==> config.mk <==
export PLATFORM = sky130hd
export DESIGN_NAME = decryption_scheduler
export DESIGN_NICKNAME = d
export VERILOG_FILES = /design/src/rtl/decryption_scheduler.sv
export SDC_FILE = /design/constraint.sdc
export NUM_CORES = 1
export LEC_CHECK = 0
export CAP_MARGIN = 20
export CORE_MARGIN = 4
export CORE_UTILIZATION = 40
export CTS_CLUSTER_SIZE = 16
export DETAILED_ROUTE_END_ITERATION = 8
export PLACE_DENSITY = 0.86
export SKIP_CTS_REPAIR_TIMING = 1
export SYNTH_ARGS = -nofsm -noshare
export SYNTH_HDL_FRONTEND = slang
export SYNTH_SLANG_ARGS = --single-unit
export TNS_END_PERCENT = 10
==> constraint.sdc <==
create_clock -name clk -period 1.9 [get_ports clk]
set_input_delay 0.38 -clock clk [delete_from_list [all_inputs] [get_ports clk]]
set_output_delay 0.38 -clock clk [all_outputs]
set_load 0.02 [all_outputs]
==> src/rtl/decryption_scheduler.sv <==
// Front-end scheduler: collects one serial message, forwards it to the selected
// decryption engine, waits for that engine to finish and muxes its output.
module decryption_scheduler #(
    parameter int                 D_WIDTH                = 8,
    parameter int                 MAX_NOF_CHARS          = 50,
    parameter logic [D_WIDTH-1:0] START_DECRYPTION_TOKEN = 8'hFA,
    parameter int                 BUSY_TIMEOUT           = 4
) (
    input  logic                   clk,
    input  logic                   rst_n,
    input  logic [D_WIDTH-1:0]     data_i,
    input  logic                   valid_i,
    input  logic [1:0]             sel_i,
    output logic                   busy_o,
    output logic                   err_o,
    output logic [D_WIDTH-1:0]     eng_data_o,
    output logic [2:0]             eng_valid_o,
    input  logic [2:0]             eng_busy_i,
    input  logic [3*D_WIDTH-1:0]   eng_data_i,
    input  logic [2:0]             eng_valid_i,
    output logic [D_WIDTH-1:0]     data_o,
    output logic                   valid_o
);

    localparam int CNT_W = $clog2(MAX_NOF_CHARS + 1);
    localparam int TMR_W = $clog2(BUSY_TIMEOUT + 1);
    localparam logic [CNT_W-1:0] CNT_MAX = CNT_W'(MAX_NOF_CHARS);
    localparam logic [TMR_W-1:0] TMR_MAX = TMR_W'(BUSY_TIMEOUT);

    typedef enum logic [2:0] {
        S_IDLE, S_LOAD, S_DISCARD, S_START, S_RUN, S_DONE
    } state_e;

    state_e             state_q, state_d;
    logic [CNT_W-1:0]   cnt_q, cnt_d;
    logic [1:0]         sel_q, sel_d;
    logic [TMR_W-1:0]   timer_q, timer_d;
    logic               err_q, err_d;
    logic               busy_q, busy_d;
    logic [D_WIDTH-1:0] eng_data_q, eng_data_d;
    logic [2:0]         eng_valid_q, eng_valid_d;
    logic [D_WIDTH-1:0] data_q, data_d;
    logic               valid_q, valid_d;
    logic               fwd;
    logic [1:0]         fwd_sel;
    logic               eng_busy_sel;

    always_ff @(posedge clk or negedge rst_n) begin
        if (!rst_n) begin
            state_q     <= S_IDLE;
            cnt_q       <= '0;
            sel_q       <= '0;
            timer_q     <= '0;
            err_q       <= 1'b0;
            busy_q      <= 1'b0;
            eng_data_q  <= '0;
            eng_valid_q <= '0;
            data_q      <= '0;
            valid_q     <= 1'b0;
        end else begin
            state_q     <= state_d;
            cnt_q       <= cnt_d;
            sel_q       <= sel_d;
            timer_q     <= timer_d;
            err_q       <= err_d;
            busy_q      <= busy_d;
            eng_data_q  <= eng_data_d;
            eng_valid_q <= eng_valid_d;
            data_q      <= data_d;
            valid_q     <= valid_d;
        end
    end

    // Any input arriving while an engine owns the message is a protocol error.
    always_comb begin
        state_d = state_q;
        cnt_d   = cnt_q;
        sel_d   = sel_q;
        timer_d = timer_q;
        fwd     = 1'b0;
        err_d   = 1'b0;
        case (state_q)
            S_IDLE: begin
                if (valid_i) begin
                    if (data_i == START_DECRYPTION_TOKEN) begin
                        err_d = 1'b1;
                    end else if (sel_i != 2'd3) begin
                        sel_d   = sel_i;
                        fwd     = 1'b1;
                        cnt_d   = CNT_W'(1);
                        state_d = S_LOAD;
                    end else begin
                        err_d   = 1'b1;
                        state_d = S_DISCARD;
                    end
                end
            end
            S_LOAD: begin
                if (valid_i) begin
                    if (data_i == START_DECRYPTION_TOKEN) begin
                        fwd     = 1'b1;
                        timer_d = '0;
                        state_d = S_START;
                    end else if (cnt_q < CNT_MAX) begin
                        fwd   = 1'b1;
                        cnt_d = cnt_q + CNT_W'(1);
                    end else begin
                        err_d = 1'b1;
                    end
                end
            end
            S_DISCARD: begin
                if (valid_i && (data_i == START_DECRYPTION_TOKEN)) begin
                    state_d = S_IDLE;
                end
            end
            S_START: begin
                err_d = valid_i;
                if (eng_busy_sel) begin
                    state_d = S_RUN;
                end else begin
                    timer_d = timer_q + TMR_W'(1);
                    if ((timer_q + TMR_W'(1)) == TMR_MAX) begin
                        err_d   = 1'b1;
                        state_d = S_IDLE;
                    end
                end
            end
            S_RUN: begin
                err_d = valid_i;
                if (!eng_busy_sel) begin
                    state_d = S_DONE;
                end
            end
            S_DONE: begin
                err_d   = valid_i;
                state_d = S_IDLE;
            end
            default: state_d = S_IDLE;
        endcase
    end

    // The first character forwards with the fresh select; later ones use the latched one.
    always_comb begin
        fwd_sel      = (state_q == S_IDLE) ? sel_i : sel_q;
        eng_valid_d  = fwd ? (3'b001 << fwd_sel) : 3'b000;
        eng_data_d   = fwd ? data_i : eng_data_q;
        busy_d       = (state_d == S_START) || (state_d == S_RUN) || (state_d == S_DONE);
        data_d       = eng_data_i[D_WIDTH-1:0];
        valid_d      = eng_valid_i[0];
        eng_busy_sel = eng_busy_i[0];
        case (sel_q)
            2'd1: begin
                data_d       = eng_data_i[D_WIDTH +: D_WIDTH];
                valid_d      = eng_valid_i[1];
                eng_busy_sel = eng_busy_i[1];
            end
            2'd2: begin
                data_d       = eng_data_i[2*D_WIDTH +: D_WIDTH];
                valid_d      = eng_valid_i[2];
                eng_busy_sel = eng_busy_i[2];
            end
            default: ;
        endcase
    end

    assign busy_o      = busy_q;
    assign err_o       = err_q;
    assign eng_data_o  = eng_data_q;
    assign eng_valid_o = eng_valid_q;
    assign data_o      = data_q;
    assign valid_o     = valid_q;

endmodule

==> key figures, run 1 <==
Cells and area
  – Ant diodes: 0
  – Fraction of layout instances using a drive strength above 1: 0.167
  – NumNets Final: 311
  – Area Overhead vs Synth: 52.1%
  – Layout Utilization: 0.634

Yosys
  – Sequential area share after synthesis: 0.493
  – Syn_area_per_cell: 10.4 µm²
  – Cell variety after synth: 42
  – Net count after synthesis: 224
  – Post-synth ARST share: 1.00
  – FF+latch count, synth: 36
  – Post-Syn Area: 1830 µm²
  – EDFF count, synth: 0
  – Yosys warns: 0
  – Synth Flop Type: dfrtp_1
  – Mapped Cells: 176

Critical path
  – Crit-path cells: clkdlybuf4s50_1 -> and4bb_2 -> a22o_4 -> or4_1 -> a21boi_1
  – Element type at the critical path end: flop
  – Crit path kind: in -> reg
  – CP max stage cell: clkdlybuf4s50_1
  – Worst Path Arrival: 2.04 ns
  – CP Data Required Time: 2.11 ns
  – CP peak stage delay: 0.49 ns
  – CP Launch Type: primary input
  – Worst-path fanout max: 5

Global route
  – Met1 GRT Util: 0.187
  – Vias in the first global route: 1660
  – First-pass GRT wire length: 7450 µm
  – Largest net degree at the start of global routing: 37
  – Initial antenna violation count: 0
  – M2 GR Usage: 0.325
  – Met3 Resource Use GR: 0.0633
  – GRT Resource Usage Total: 0.177
  – Total gr overflow: 0
  – Top Usage Layer GRT: met2

Power
  – Leak: 1.20 nW
  – Cell Pwr Density: 1460 nW/µm²
  – Peak VDD IR: 0.994 mV
  – Pwr Total: 4.05 mW

STA
  – Max Freq: 544 MHz
  – Slew headroom: 0.697
  – Period utilization: 0.967
  – Total negative slack: 0 ns
  – Crit path time final: 1.84 ns
  – Final hold vios: 0
  – Max-slew violations: 0
  – # setup viols final: 0
  – Hold slack: 0.496 ns
  – Worst-margin pin slew: 0.455 ns
  – Clock skew: 0.00594 ns

Min path
  – Type of the worst min-delay path: reg -> reg

Route
  – Routed via count: 1626
  – DR iter-0 viols: 92
  – Wire length per cell: 14.3 µm
  – Antenna viol nets, final: 0
  – Drt via density: 5.16
  – Drt pass-1 iters: 4
  – Drc violations: 0
  – Overall routed net length: 4520 µm

Die
  – Initial Utilization: 0.417
  – Core Area: 4380 µm²
  – Die width: 75.6 µm
  – Die area: 5720 µm²
  – Die Ht: 75.6 µm
  – Top Ports: 65
  – Rows: 24

Clocking
  – Deepest clock path buffer count: 2
  – TritonCTS clock tree: built
  – Worst skew pair latency: 0.29 ns
  – CTS root buf: clkbuf_8
  – CTS Buf Count: 5
  – Clock transition at the registers of the reported paths: 0.07 ns
  – Clock sink count: 36
  – H-tree depth: 2

Placement
  – IO buf count: 64
  – GPL Wtd Cong: 0.828
  – Detailed placer's ending HPWL: 3450 µm

Job
  – Maximum capacitance violations: 0

Run status
  – Status: complete, no violations
## metrics by stage
stage	cells	setup slack (ns)	cell area (µm²)
final	315	0.0630	2780
after global routing	315	-0.0132	2780
after CTS	315	0.0401	2770
after detailed placement	308	-0.258	2690
after global placement	308	-0.210	2690
after floorplan	176	0.0323	1830
## worst max-delay path, delay by kind of cell
kind,cells,cell delay [ns]
buffers and inverters,1,0.49
and+or+nand+nor,2,0.74
AOI/OAI and AO/OA,2,0.44
## path summary, 6_finish.rpt
check	to	depth (start not counted)	slack [ns]	from
max	cnt_q[3]$_DFFE_PN0P_	5	0.06	data_i[2]
min	cnt_q[5]$_DFFE_PN0P_	1	0.50	cnt_q[5]$_DFFE_PN0P_
max reg2reg	cnt_q[3]$_DFFE_PN0P_	4	0.10	state_q[1]$_DFF_PN0_
min reg2reg	cnt_q[5]$_DFFE_PN0P_	1	0.50	cnt_q[5]$_DFFE_PN0P_
max in group asynchronous	timer_q[2]$_DFFE_PN0P_	2	1.06	rst_n
min in group asynchronous	eng_data_o[4]$_DFFE_PN0P_	2	0.52	rst_n
## cell type report
class	instances	area (µm²)
multi-input cells	124	877
flip-flops and latches	36	901
well taps	52	65.1
clock buffers	6	72.6
fillers	347	1600
repair buffers	87	826
inverters	9	33.8
clock inverters	1	5.00
## power by group
| group | switching (mW) | internal, mW | total, mW |
|---|---|---|---|
| logic | 1.11 | 1.12 | 2.22 |
| clock network | 0.259 | 0.249 | 0.508 |
| registers | 0.226 | 1.09 | 1.32 |
## cell families (layout without fill, tap and decap cells)
| group | after synthesis | after routing | share of synthesized area |
|---|---|---|---|
| simple gates | 54 | 54 | 0.167 |
| compound gates | 53 | 53 | 0.199 |
| flops | 36 | 36 | 0.493 |
| buf+inv | 16 | 103 | 0.0356 |
| mux | 11 | 11 | 0.0664 |
| fa+ha+maj | 5 | 5 | 0.0342 |
| xor+xnor | 1 | 1 | 0.00479 |
## state kept, by name, summed over array words and instances (netlist names)
signal / flops
data_o: 8
eng_data_o: 8
cnt_q: 6
eng_valid_o: 3
state_q: 3
timer_q: 3
sel_q: 2
busy_o: 1
err_o: 1
valid_o: 1
## layer usage
layer,routed length [µm],vias to the layer above
met5,0,-
met4,56,0
met3,392,7
met2,2290,55
met1,1780,748
li1,-,816
## cells in the final DEF (no fill, tap or decap), types with 2 or more instances in the layout
cell,n
a21boi_1,2
a21oi_1,5
a22oi_1,9
a31oi_1,4
buf_4,22
clkbuf_8,5
clkdlybuf4s50_1,64
dfrtp_1,36
ha_1,5
inv_1,9
mux2_2,9
mux2i_1,2
nand2_1,22
nand2b_1,3
nand3_1,2
nand3b_1,2
nand4_1,2
nor2_1,6
nor2b_1,2
nor3_1,3
nor3b_1,2
nor4_1,2
o21a_1,2
o21ai_0,18
o31ai_1,3
or4_1,2
## cell usage after synthesis, types with 2 or more instances
library cell	n	share of area
o31ai_1	3	0.012
nor4_1	2	0.0068
nand3_1	2	0.0055
nor3b_1	2	0.0082
mux2_2	9	0.055
nor2_1	6	0.012
or4_1	2	0.0082
a21boi_1	2	0.0082
nand3b_1	2	0.0082
nand2b_1	3	0.010
o21ai_0	18	0.049
dfrtp_1	36	0.49
a31oi_1	4	0.014
a22o_1	2	0.0096
clkbuf_1	5	0.010
nand2_1	22	0.045
nor3_1	3	0.0082
mux2i_1	2	0.011
ha_1	5	0.034
nor2b_1	2	0.0068
o21a_1	2	0.0082
a22oi_1	9	0.037
a21oi_1	5	0.014
nand4_1	2	0.0068
inv_1	9	0.018
No activity file was read; power rests on OpenSTA's default activity.
==> run 2, diff against run 1 <==
Settings changed: ABC_CLOCK_PERIOD_IN_PS from default to 1900, CELL_PAD_IN_SITES_DETAIL_PLACEMENT from default to 1, CELL_PAD_IN_SITES_GLOBAL_PLACEMENT from default to 1, CORE_UTILIZATION 40 to 30.
==> key figures, run 2 (same netlist as run 1, synthesis figures left out) <==
Cells and area
  – Area of the multi-input gates: 881 µm² (+0.43%)
  – Design area: 2830 µm² (+1.6%)
  – Fillcell total: 661 (+90%)
  – Fraction of layout instances using a drive strength above 1: 0.185 (+0.0176)
  – Seq. cell area: 901 µm² (unchanged)
  – Ant diodes: 0 (unchanged)
  – Commonest non-fill, non-tap cells in the layout: 63 x clkdlybuf4s50_1, 36 x dfrtp_1, 23 x buf_4, 22 x nand2_1, 18 x o21ai_0
  – NumNets Final: 312 (+0.32%)
  – Leading cell type in the layout, fill and taps excluded: clkdlybuf4s50_1
  – Area Overhead vs Synth: 54.6%

Clocking
  – CTS Buf Count: 5 (unchanged)
  – H-tree depth: 2 (unchanged)
  – Worst skew pair latency: 0.29 ns (about the same)
  – Clock sink count: 36 (unchanged)
  – Clock transition at the registers of the reported paths: 0.08 ns (about the same)
  – Deepest clock path buffer count: 2 (unchanged)
  – TritonCTS clock tree: built
  – CTS root buf: clkbuf_8

Placement
  – Post-Place Setup Slack: -0.290 ns (-0.0328 ns)
  – Placed inst area: 2720 µm² (+1.2%)
  – Detailed placer's ending HPWL: 4150 µm (+20%)
  – GPL Wtd Cong: 0.822 (-0.70%)
  – IO buf count: 64 (unchanged)

Power
  – Pwr Total: 4.17 mW (+2.8%)
  – Peak VDD IR: 0.610 mV (-39%)
  – Leak: 1.21 nW (+1.0%)
  – Cell Pwr Density: 1480 nW/µm² (+1.2%)

Critical path
  – Crit path kind: in -> reg
  – Worst-path fanout max: 9 (+4)
  – Worst Path Arrival: 2.05 ns (about the same)
  – CP Data Required Time: 2.08 ns (-0.03 ns)
  – CP Launch Type: primary input
  – Element type at the critical path end: flop

STA
  – Final hold vios: 0 (unchanged)
  – # setup viols final: 0 (unchanged)
  – Total negative slack: 0 ns (unchanged)
  – Worst-margin pin slew: 0.453 ns (-0.00253 ns)
  – Hold slack: 0.117 ns (-0.378 ns)
  – RSZ-0062 raised after global routing: false
  – Slack of the critical path: 0.0311 ns (-0.0319 ns)
  – Max Freq: 535 MHz (-1.7%)
  – Max-slew violations: 0 (unchanged)
  – Period utilization: 0.984 (+0.0168)
  – Clock skew: 0.00650 ns (+0.000554 ns)
  – Crit path time final: 1.87 ns (+0.0319 ns)
  – Slew headroom: 0.698 (+0.00169)

Global route
  – Total gr overflow: 0 (unchanged)
  – GRT Resource Usage Total: 0.153 (-0.0240)
  – Vias in the first global route: 1849 (+11%)
  – First-pass GRT wire length: 8840 µm (+19%)
  – Largest net degree at the start of global routing: 37 (unchanged)
  – Initial antenna violation count: 0 (unchanged)

Route
  – DR iter-0 viols: 73 (-21%)
  – Drt pass-1 iters: 4 (unchanged)
  – Wire length per cell: 15.6 µm (+8.7%)
  – Drc violations: 0 (unchanged)
  – Routed via count: 1691 (+4.0%)
  – Overall routed net length: 5300 µm (+17%)
  – Antenna viol nets, final: 0 (unchanged)
  – Drt via density: 4.97 (-3.6%)

Die
  – Die area: 7410 µm² (+30%)
  – Die Ht: 86.1 µm (+14%)
  – Initial Utilization: 0.309 (-0.108)
  – Die width: 86.1 µm (+14%)
  – Core Area: 5920 µm² (+35%)
  – Top Ports: 65 (unchanged)
  – Rows: 28 (+17%)

Job
  – Maximum capacitance violations: 0 (unchanged)

Run status
  – Status: complete, no violations

Min path
  – Type of the worst min-delay path: in -> async
[run 2: cell count changes in the layout (fill, tap and decap cells not counted), sizes merged]
cell           previous run  this run
clkinv                    1         3
clkdlybuf4s50            64        63
buf                      23        25
clkbuf                    6         5
[run 2: critical path, stage by stage]
cell             delay, ns
clkdlybuf4s50_1       0.49
and4bb_2              0.29
a21oi_1               0.21
o21a_1                0.20
buf_12                0.13
mux2_2                0.33
[run 2: layer usage]
| metal | track usage | routed length, µm | part of all wire | up-vias |
|---|---|---|---|---|
| li1 | - | - | - | 820 |
| met1 | 0.178 | 2130 | 0.40 | 810 |
| met2 | 0.268 | 2720 | 0.51 | 52 |
| met3 | 0.0375 | 344 | 0.065 | 9 |
| met4 | 0.0576 | 110 | 0.021 | 0 |
| met5 | 0 | 0 | 0 | - |
[run 2: layout make-up]
class / instances / area share
clock buffers: 5 / 0.0244
clock inverters: 3 / 0.00664
inverters: 9 / 0.0120
multi-input cells: 124 / 0.312
flip-flops and latches: 36 / 0.319
well taps: 75 / 0.0332
repair buffers: 88 / 0.293
[run 2: power breakdown]
| part | total, mW | internal (mW) | switching (mW) |
|---|---|---|---|
| Clock | 0.540 | 0.255 | 0.285 |
| Sequential | 1.32 | 1.09 | 0.231 |
| Combinational | 2.30 | 1.15 | 1.15 |
| Total | 4.17 | 2.50 | 1.67 |
[run 2: path summary, 6_finish.rpt]
| path | start | to | depth (start not counted) | slack, ns |
|---|---|---|---|---|
| worst max register to register | cnt_q[3]$_DFFE_PN0P_ | eng_data_o[1]$_DFFE_PN0P_ | 6 | 0.12 |
| worst min register to register | cnt_q[5]$_DFFE_PN0P_ | cnt_q[5]$_DFFE_PN0P_ | 1 | 0.51 |
| min in group clk | cnt_q[5]$_DFFE_PN0P_ | cnt_q[5]$_DFFE_PN0P_ | 1 | 0.51 |
| worst min-delay path | rst_n | eng_valid_o[2]$_DFF_PN0_ | 2 | 0.12 |
| max in group asynchronous | rst_n | err_o$_DFF_PN0_ | 2 | 1.46 |
| worst max-delay path | data_i[2] | eng_data_o[1]$_DFFE_PN0P_ | 6 | 0.03 |
[run 2: stage by stage]
step           std cells   util
3_5_place_dp         332  0.459
4_1_cts              340  0.474
2_1_floorplan        176      -
3_3_place_gp         332  0.459
5_1_grt              340  0.477
6_report             340  0.477
